<file path="src/rtl/semaphore_pkg.sv">
// Shared types, default timing and phase-selection helper for the traffic-light controller.
package semaphore_pkg;

    typedef enum logic [1:0] {
        ST_ALLRED,
        ST_GREEN,
        ST_YELLOW,
        ST_FLASH
    } state_e;

    localparam int unsigned DEF_N_PHASES = 2;
    localparam int unsigned DEF_CNT_W    = 8;
    localparam int unsigned DEF_GREEN_T  = 5;
    localparam int unsigned DEF_YELLOW_T = 2;
    localparam int unsigned DEF_ALLRED_T = 1;
    localparam int unsigned DEF_FLASH_T  = 1;
    localparam int unsigned MAX_PHASES   = 32;

    // First requester after cur (cur itself checked last); plain round robin when nobody asks.
    function automatic int unsigned next_phase(input int unsigned cur,
                                               input logic [MAX_PHASES-1:0] req,
                                               input int unsigned n);
        int unsigned nxt;
        int unsigned idx;
        logic        found;
        nxt   = (cur + 1 >= n) ? 0 : cur + 1;
        found = 1'b0;
        for (int unsigned i = 1; i <= MAX_PHASES; i++) begin
            if (!found && i <= n) begin
                idx = cur + i;
                if (idx >= n) idx = idx - n;
                if (req[idx[4:0]]) begin
                    nxt   = idx;
                    found = 1'b1;
                end
            end
        end
        return nxt;
    endfunction

endpackage

</file>
<file path="src/rtl/semaphore_ctrl_tick_timer.sv">
// Loadable down-counter advanced by the external tick strobe; zero flags expiry.
module tick_timer #(
    parameter int unsigned          CNT_W   = 8,
    parameter logic [CNT_W-1:0]     RST_VAL = '0
) (
    input  logic             clk,
    input  logic             res,
    input  logic             load,
    input  logic [CNT_W-1:0] load_val,
    input  logic             tick,
    output logic             zero
);

    logic [CNT_W-1:0] cnt_q;

    always_ff @(posedge clk) begin
        if (res) begin
            cnt_q <= RST_VAL;
        end else if (load) begin
            cnt_q <= load_val;
        end else if (tick && cnt_q != '0) begin
            cnt_q <= cnt_q - 1'b1;
        end
    end

    assign zero = (cnt_q == '0);

endmodule

</file>
<file path="src/rtl/semaphore_ctrl.sv">
// N-phase round-robin traffic-light controller with demand skipping and flashing-yellow maintenance mode.
module semaphore_ctrl
    import semaphore_pkg::*;
#(
    parameter int unsigned N_PHASES = DEF_N_PHASES,
    parameter int unsigned CNT_W    = DEF_CNT_W,
    parameter int unsigned GREEN_T  = DEF_GREEN_T,
    parameter int unsigned YELLOW_T = DEF_YELLOW_T,
    parameter int unsigned ALLRED_T = DEF_ALLRED_T,
    parameter int unsigned FLASH_T  = DEF_FLASH_T,
    localparam int unsigned PW      = $clog2(N_PHASES)
) (
    input  logic                clk,
    input  logic                res,
    input  logic                tick,
    input  logic                dis,
    input  logic [N_PHASES-1:0] req,
    output logic [N_PHASES-1:0] red,
    output logic [N_PHASES-1:0] yel,
    output logic [N_PHASES-1:0] grn,
    output logic [PW-1:0]       phase,
    output logic                flashing
);

    localparam logic [CNT_W-1:0] LD_GREEN  = CNT_W'(GREEN_T - 1);
    localparam logic [CNT_W-1:0] LD_YELLOW = CNT_W'(YELLOW_T - 1);
    localparam logic [CNT_W-1:0] LD_ALLRED = CNT_W'(ALLRED_T - 1);
    localparam logic [CNT_W-1:0] LD_FLASH  = CNT_W'(FLASH_T - 1);
    localparam logic [PW-1:0]    LAST_PH   = PW'(N_PHASES - 1);

    state_e              state_q, state_d;
    logic [PW-1:0]       phase_q, phase_d;
    logic                flash_on_q, flash_on_d;
    logic [N_PHASES-1:0] red_q, red_d, yel_q, yel_d, grn_q, grn_d;
    logic                flashing_q;
    logic                tmr_load, tmr_zero, expire;
    logic [CNT_W-1:0]    tmr_val;

    tick_timer #(
        .CNT_W   (CNT_W),
        .RST_VAL (LD_ALLRED)
    ) u_timer (
        .clk      (clk),
        .res      (res),
        .load     (tmr_load),
        .load_val (tmr_val),
        .tick     (tick),
        .zero     (tmr_zero)
    );

    assign expire = tick && tmr_zero;

    always_comb begin
        state_d    = state_q;
        phase_d    = phase_q;
        flash_on_d = flash_on_q;
        tmr_load   = 1'b0;
        tmr_val    = LD_ALLRED;
        if (dis) begin
            if (state_q != ST_FLASH) begin
                state_d    = ST_FLASH;
                flash_on_d = 1'b1;
                tmr_load   = 1'b1;
                tmr_val    = LD_FLASH;
            end else if (expire) begin
                flash_on_d = !flash_on_q;
                tmr_load   = 1'b1;
                tmr_val    = LD_FLASH;
            end
        end else begin
            unique case (state_q)
                ST_ALLRED: if (expire) begin
                    state_d  = ST_GREEN;
                    phase_d  = PW'(next_phase(32'(phase_q), MAX_PHASES'(req), N_PHASES));
                    tmr_load = 1'b1;
                    tmr_val  = LD_GREEN;
                end
                ST_GREEN: if (expire) begin
                    state_d  = ST_YELLOW;
                    tmr_load = 1'b1;
                    tmr_val  = LD_YELLOW;
                end
                ST_YELLOW: if (expire) begin
                    state_d  = ST_ALLRED;
                    tmr_load = 1'b1;
                    tmr_val  = LD_ALLRED;
                end
                ST_FLASH: begin
                    state_d    = ST_ALLRED;
                    phase_d    = LAST_PH;
                    flash_on_d = 1'b0;
                    tmr_load   = 1'b1;
                    tmr_val    = LD_ALLRED;
                end
                default: state_d = ST_ALLRED;
            endcase
        end
    end

    // Lamps decode from next state so the registered outputs line up with the state register.
    always_comb begin
        red_d = '1;
        yel_d = '0;
        grn_d = '0;
        unique case (state_d)
            ST_GREEN: begin
                grn_d[phase_d] = 1'b1;
                red_d[phase_d] = 1'b0;
            end
            ST_YELLOW: begin
                yel_d[phase_d] = 1'b1;
                red_d[phase_d] = 1'b0;
            end
            ST_FLASH: begin
                red_d = '0;
                yel_d = {N_PHASES{flash_on_d}};
            end
            default: ;
        endcase
    end

    always_ff @(posedge clk) begin
        if (res) begin
            state_q    <= ST_ALLRED;
            phase_q    <= LAST_PH;
            flash_on_q <= 1'b0;
            red_q      <= '1;
            yel_q      <= '0;
            grn_q      <= '0;
            flashing_q <= 1'b0;
        end else begin
            state_q    <= state_d;
            phase_q    <= phase_d;
            flash_on_q <= flash_on_d;
            red_q      <= red_d;
            yel_q      <= yel_d;
            grn_q      <= grn_d;
            flashing_q <= (state_d == ST_FLASH);
        end
    end

    assign red      = red_q;
    assign yel      = yel_q;
    assign grn      = grn_q;
    assign phase    = phase_q;
    assign flashing = flashing_q;

endmodule

</file>
<file path="config.mk">
export PLATFORM = sky130hd
export DESIGN_NAME = semaphore_ctrl
export DESIGN_NICKNAME = d
export VERILOG_FILES = /design/src/rtl/semaphore_pkg.sv /design/src/rtl/semaphore_ctrl_tick_timer.sv /design/src/rtl/semaphore_ctrl.sv
export SDC_FILE = /design/constraint.sdc
export NUM_CORES = 1
export LEC_CHECK = 0
export ABC_AREA = 0
export ABC_CLOCK_PERIOD_IN_PS = 2600
export CORE_UTILIZATION = 53
export CTS_BUF_LIST = sky130_fd_sc_hd__clkbuf_16
export DETAILED_ROUTE_END_ITERATION = 7
export GPL_TIMING_DRIVEN = 0
export PLACE_DENSITY = 0.89
export SLEW_MARGIN = 20
export SYNTH_ARGS = -nofsm -noshare
export SYNTH_HDL_FRONTEND = slang
export SYNTH_SLANG_ARGS = --single-unit
</file>
<file path="constraint.sdc">
create_clock -name clk -period 2.6 [get_ports clk]
set_clock_uncertainty 0.15 [all_clocks]
set_input_delay 0.52 -clock clk [delete_from_list [all_inputs] [get_ports clk]]
set_output_delay 0.52 -clock clk [all_outputs]
set_load 0.005 [all_outputs]
</file>
After elaboration in Yosys (flattened, before gate mapping)
Cells that the tools add are included.
Widths: inputs -> output; s select.
{"block": "op_classes", "add_sub_neg": 5, "n_mul": 0, "n_div": 0, "n_lt_le_gt_ge": 6, "eq_ne": 7, "n_shift": 0, "muxes": 48, "bitwise": 2, "reduce_logical": 12}
{"cell": "$mux 5", "n": 9}
{"cell": "$mux 8", "n": 3}
{"cell": "$pmux 8 s3", "n": 1}
{"cell": "$mux 1", "n": 21}
{"cell": "$lt 5x6->1 const B", "n": 2}
{"cell": "$bmux 1 s5", "n": 2}
{"cell": "$mux 2", "n": 5}
{"cell": "$eq 2x2->1 const B", "n": 4}
{"cell": "$logic_not 8->1", "n": 1}
{"cell": "$pmux 2 s2", "n": 2}
{"cell": "$pmux 2 s4", "n": 1}
{"cell": "$reduce_bool 8->1", "n": 1}
{"cell": "$sub 8x1->8 const B", "n": 1}
{"cell": "$reduce_or 2->1", "n": 3}
{"cell": "$eq 2x1->1 const B", "n": 2}
{"cell": "$pmux 1 s2", "n": 2}
{"cell": "$sub 3x2->4 const B", "n": 1}
{"cell": "$add 1x2->3 const B", "n": 1}
{"cell": "$ge 3x2->1 const B", "n": 1}
{"cell": "$logic_and 1x1->1", "n": 3}
{"cell": "$mux 3", "n": 1}
{"cell": "$reduce_or 3->1", "n": 1}
{"cell": "$sub 2x2->3 const B", "n": 1}
{"cell": "$add 1x1->2 const B", "n": 1}
{"cell": "other kinds (10)", "n": 10}
{"block": "word_totals", "regBits": 19, "latchBits": 0, "ramBits": 0, "mem_bits_ro": 0, "output_inout_bits": 8, "word_cells": 88, "memories": 0}

Logic depth before layout (Yosys ltp)
{"block": "logic_depth", "ltp_word": 29, "depth_mapped": 11, "mapped_depth_nobuf": 11}

By module
Synthesis repeated with hierarchy kept, for this count alone.
{"block": "unflattened", "hier_cells": 129, "hier_area_um2": 1149.9}
{"mod": "semaphore_ctrl", "instances": 1, "cells_per_inst": 70, "area_each_um2": 634.4}
{"mod": "tick_timer", "instances": 1, "cells_per_inst": 59, "area_each_um2": 515.5}

Worst setup path before layout
OpenSTA, ideal clock, no wires.
{"block": "synth_timing", "path_kind": "register -> register", "start": "reg u_timer.cnt_q[3]", "end": "reg red_q[0] (netlist: red[0])", "arrival_time_ps": 1989, "required_time_ps": 2330, "setup_slack_ps": 340, "stages_incl_launch_ff": 9, "path_buffers": 0, "period_less_slack_ps": 2260, "cell_sequence": "dfxtp_1 > or4_4 > o21ai_0 > a21oi_1 > nor2_1 > inv_1 > ha_1 > o31ai_1 > nand2b_1"}
{"block": "synth_via", "word_cells_on_any_way": 21}
{"element": "from (decl)", "line": "semaphore_ctrl_tick_timer.sv:14", "rtl": "logic [CNT_W-1:0] cnt_q;"}
{"element": "from (signal assigned)", "line": "semaphore_ctrl_tick_timer.sv:20", "rtl": "cnt_q <= load_val;"}
{"element": "from (signal assigned)", "line": "semaphore_ctrl_tick_timer.sv:22", "rtl": "cnt_q <= cnt_q - 1'b1;"}
{"element": "$logic_not 8->1 *", "line": "semaphore_ctrl_tick_timer.sv:26", "rtl": "assign zero = (cnt_q == '0);"}
{"element": "$logic_and 1x1->1 *", "line": "semaphore_ctrl.sv:51", "rtl": "assign expire = tick && tmr_zero;"}
{"element": "$mux 2 (on tied branches)", "line": "semaphore_ctrl.sv:83, semaphore_ctrl.sv:72, semaphore_ctrl.sv:78"}
{"element": "$pmux 2 s4 *", "line": "semaphore_ctrl.sv:71", "rtl": "unique case (state_q)"}
{"element": "$mux 2 *", "line": "semaphore_ctrl.sv:59", "rtl": "if (dis) begin"}
{"element": "net state_d[0]", "line": "semaphore_ctrl.sv:31", "rtl": "state_e state_q, state_d;"}
{"element": "$eq 2x1->1 or $eq 2x2->1 (tied branches)", "line": "semaphore_ctrl.sv:105", "rtl": "unique case (state_d)"}
{"element": "$reduce_or 2->1 (no source line)"}
{"element": "$pmux 2 s2 *", "line": "semaphore_ctrl.sv:105"}
{"element": "to (signal assigned)", "line": "semaphore_ctrl.sv:135", "rtl": "red_q <= red_d;"}
{"element": "to (decl)", "line": "semaphore_ctrl.sv:34", "rtl": "logic [N_PHASES-1:0] red_q, red_d, yel_q, yel_d, grn_q, grn_d;"}
Mark *: on every way through the listed nets, which the timed path passes. The rest lies on a longest branch.
A chain may end at the register's enable or synchronous reset.

Worst setup path in the final report
Ends and elaborated chain as after synthesis.

==> flow_summary.toml <==
[die]
die_h_um = 46.9
dieWidth_um = 46.9
io-pin-count = 14
coreArea_mm2 = 0.00180
num_rows = 15
dieArea_mm2 = 0.00220
initial_core_util_pct = 59.3

[power_and_ir_drop]
p_int_uw = 739
p_seq_share_pct = 34.4
powerDensity_mw_per_mm2 = 844
switching_share_pct = 33.4
peakVddDrop_v = 0.000576
p_sw_uw = 370
pwr-share-clk_pct = 28.2
totalPowerFinal_uw = 1110
p_leak_uw = 0.000538
p_comb_share_pct = 37.4

[worst_setup_path]
path_max_fanout = 5
crit_arrival_ns = 2.47
endpoint_kind = "flop"
critPathKind = "flop to flop"
rr_startpoint = "u_timer.cnt_q[3]$_SDFFE_PP0P_"
timing.rr.end = "red[0]$_SDFF_PP1_"
startpoint_type = "flop"
reg2regPathDepth = 8
cp_data_required_time_ns = 2.58
r2r_setup_slack_ns = 0.11

[place]
dp_cells = 155
dp_hpwl_mm = 1.71
port_buffers = 12
globalplace.congestion = 0.861
dpl_cell_area_mm2 = 0.00122

[drt]
vias = 884
vias_per_cell = 5.53
final_antenna_net_count = 0
drt_wl_total_mm = 2.41
firstDrtPassIters = 4
wl_per_cell_um = 15.1
drc_errors = 0
dr.first_iter.drc_count = 34

[cts]
clock-root-buffer = "clkbuf_16"
clock_sinks = 19
h-tree-depth = 1
clk_latency_ns = 0.25
cts_buffer_depth = 2
hold_buffers = 0
cts_buffers = 3
cts_tree = "done"
clk_pin_slew_worst_paths_ns = 0.05

[layout]
fin_nets = 151
layout.cells.most_common = "dfxtp_1"
mostFrequentLayoutCells = "dfxtp_1, nor2_1, clkdlybuf4s50_1"
design_area_mm2 = 0.00131
area_growth_pct = 23.0
nFillCells = 142
finalNonFillerCells = 160
diodes = 0
drive_gt1_share_pct = 14.1

[hold_path]
min_path_type = "flop to flop"
holdPathStages = 2
holdPathEnd = "u_timer.cnt_q[1]$_SDFFE_PP0P_"
hold_path.startpoint = "u_timer.cnt_q[1]$_SDFFE_PP0P_"

[logic_synthesis]
synth-seq-cells = 19
syn-cell-area_mm2 = 0.00107
syn_avg_cell_area_um2 = 9.06
synth_ff_type = "dfxtp_1"
netlist_instances = 118
synth-edff-count = 0
synth.distinct_cells = 38
synth_nets = 133
yosysWarnings = 0
synthArstFlopShare_pct = 0
seq_area_frac_synth_pct = 35.6

[global_route]
gr-usage-all-layers_pct = 24.5
grt_pass1_vias = 853
antenna_found_initial = 0
grt_max_degree = 12
gr-total-overflow = 0
grt_pass1_wl_mm = 3.80

[timing]
slew_violations = 0
slew_headroom_pct = 64.1
min_period_ns = 2.49
final-hold-violation-count = 0
tightest_slew_ns = 0.538
fmax_mhz = 402
fin_crit_sh_pct = 95.8
whs_ns = 0.371
rsz0062_at_grt = "no"
finalSetupViolations = 0

[flow_run]
maxCapViolCount = 0

[run_status]
status = "completed"
logic make-up (layout without fill, tap and decap cells):
| kind of cell | after synthesis | after routing | share of synthesized area (%) |
|---|---|---|---|
| simple gates | 49 | 49 | 28.6 |
| xor+xnor | 7 | 7 | 5.74 |
| buf+inv | 11 | 28 | 3.98 |
| compound gates | 22 | 22 | 14.6 |
| fa+ha+maj | 10 | 10 | 11.5 |
| flops | 19 | 19 | 35.6 |
Yosys cell counts, types with 2 or more instances:
library cell,instances,area [um2]
nor3b_1,2,15.0
o211ai_1,2,15.0
o21a_1,2,15.0
o21ai_0,4,20.0
o21ai_1,2,10.0
nor3_1,9,45.0
dfxtp_1,19,380
nand2_1,4,15.0
ha_1,9,113
or3_1,3,18.8
a21oi_1,4,20.0
inv_1,9,33.8
a21boi_1,2,15.0
xor2_1,6,52.6
nor2_1,16,60.1
nand2b_1,3,18.8
repair_timing:
action / 4_1_cts / 5_1_grt
endpoints found under the setup margin: 1 / 1
gates resized for setup: 3 / 1
pin swaps: 0 / 1
setup buffers: 0 / 1
power by group through the flow:
stage                     Combinational (uW)  Sequential, uW  Clock [uW]
after floorplan                          284             379           0
after global placement                   372             381           0
after detailed placement                 388             385           0
after CTS                                402             379         314
after global routing                     455             387         325
final                                    414             381         313
worst max path at each step:
stage | cells after the start | from | to
2_1_floorplan | 8 | u_timer.cnt_q[3]$_SDFFE_PP0P_ | red[0]$_SDFF_PP1_
3_3_place_gp | 9 | tick | red[0]$_SDFF_PP1_
3_5_place_dp | 9 | tick | red[0]$_SDFF_PP1_
4_1_cts | 8 | u_timer.cnt_q[3]$_SDFFE_PP0P_ | red[0]$_SDFF_PP1_
5_1_grt | 8 | u_timer.cnt_q[3]$_SDFFE_PP0P_ | red[0]$_SDFF_PP1_
6_report | 8 | u_timer.cnt_q[3]$_SDFFE_PP0P_ | red[0]$_SDFF_PP1_
through the flow:
step / setup TNS (ns) / util (%) / setup WS [ns]
floorplan: 0 / - / 0.340
global placement: -0.446 / 67.7 / -0.225
detailed placement: -0.569 / 67.7 / -0.273
CTS: 0 / 72.2 / 0.0765
global route: 0 / 72.9 / 0.00655
finish: 0 / 72.9 / 0.110
per-layer routing:
layer,track usage [%],part of all wire [%]
met5,0,0
met4,5.14,0.95
met3,3.46,5.8
met2,41.4,47
met1,33.3,46
worst max-delay path, cell delays in order (launching register included):
cell,delay [ns]
dfxtp_1,0.36
or4_4,0.60
o21ai_0,0.21
a21oi_1,0.10
nor2_2,0.15
inv_1,0.09
ha_1,0.36
o31ai_2,0.26
nand2b_1,0.09
registers in the layout (all words and copies together) (netlist names):
name	cells
grn	2
flashing	1
u_timer.cnt_q	8
state_q	2
red	2
yel	2
flash_on_q	1
phase	1
layout make-up:
cell class	instances	area (um2)	share of cell area (%)
Tap cell	25	31.3	2.38
Clock inverter	1	5.00	0.381
Sequential cell	19	380	29.0
Inverter	9	33.8	2.57
Multi-Input combinational cell	88	653	49.7
Clock buffer	3	75.1	5.71
Timing Repair Buffer	13	126	9.62
Buffer	2	8.76	0.667
No activity file was read; power rests on OpenSTA's default activity.
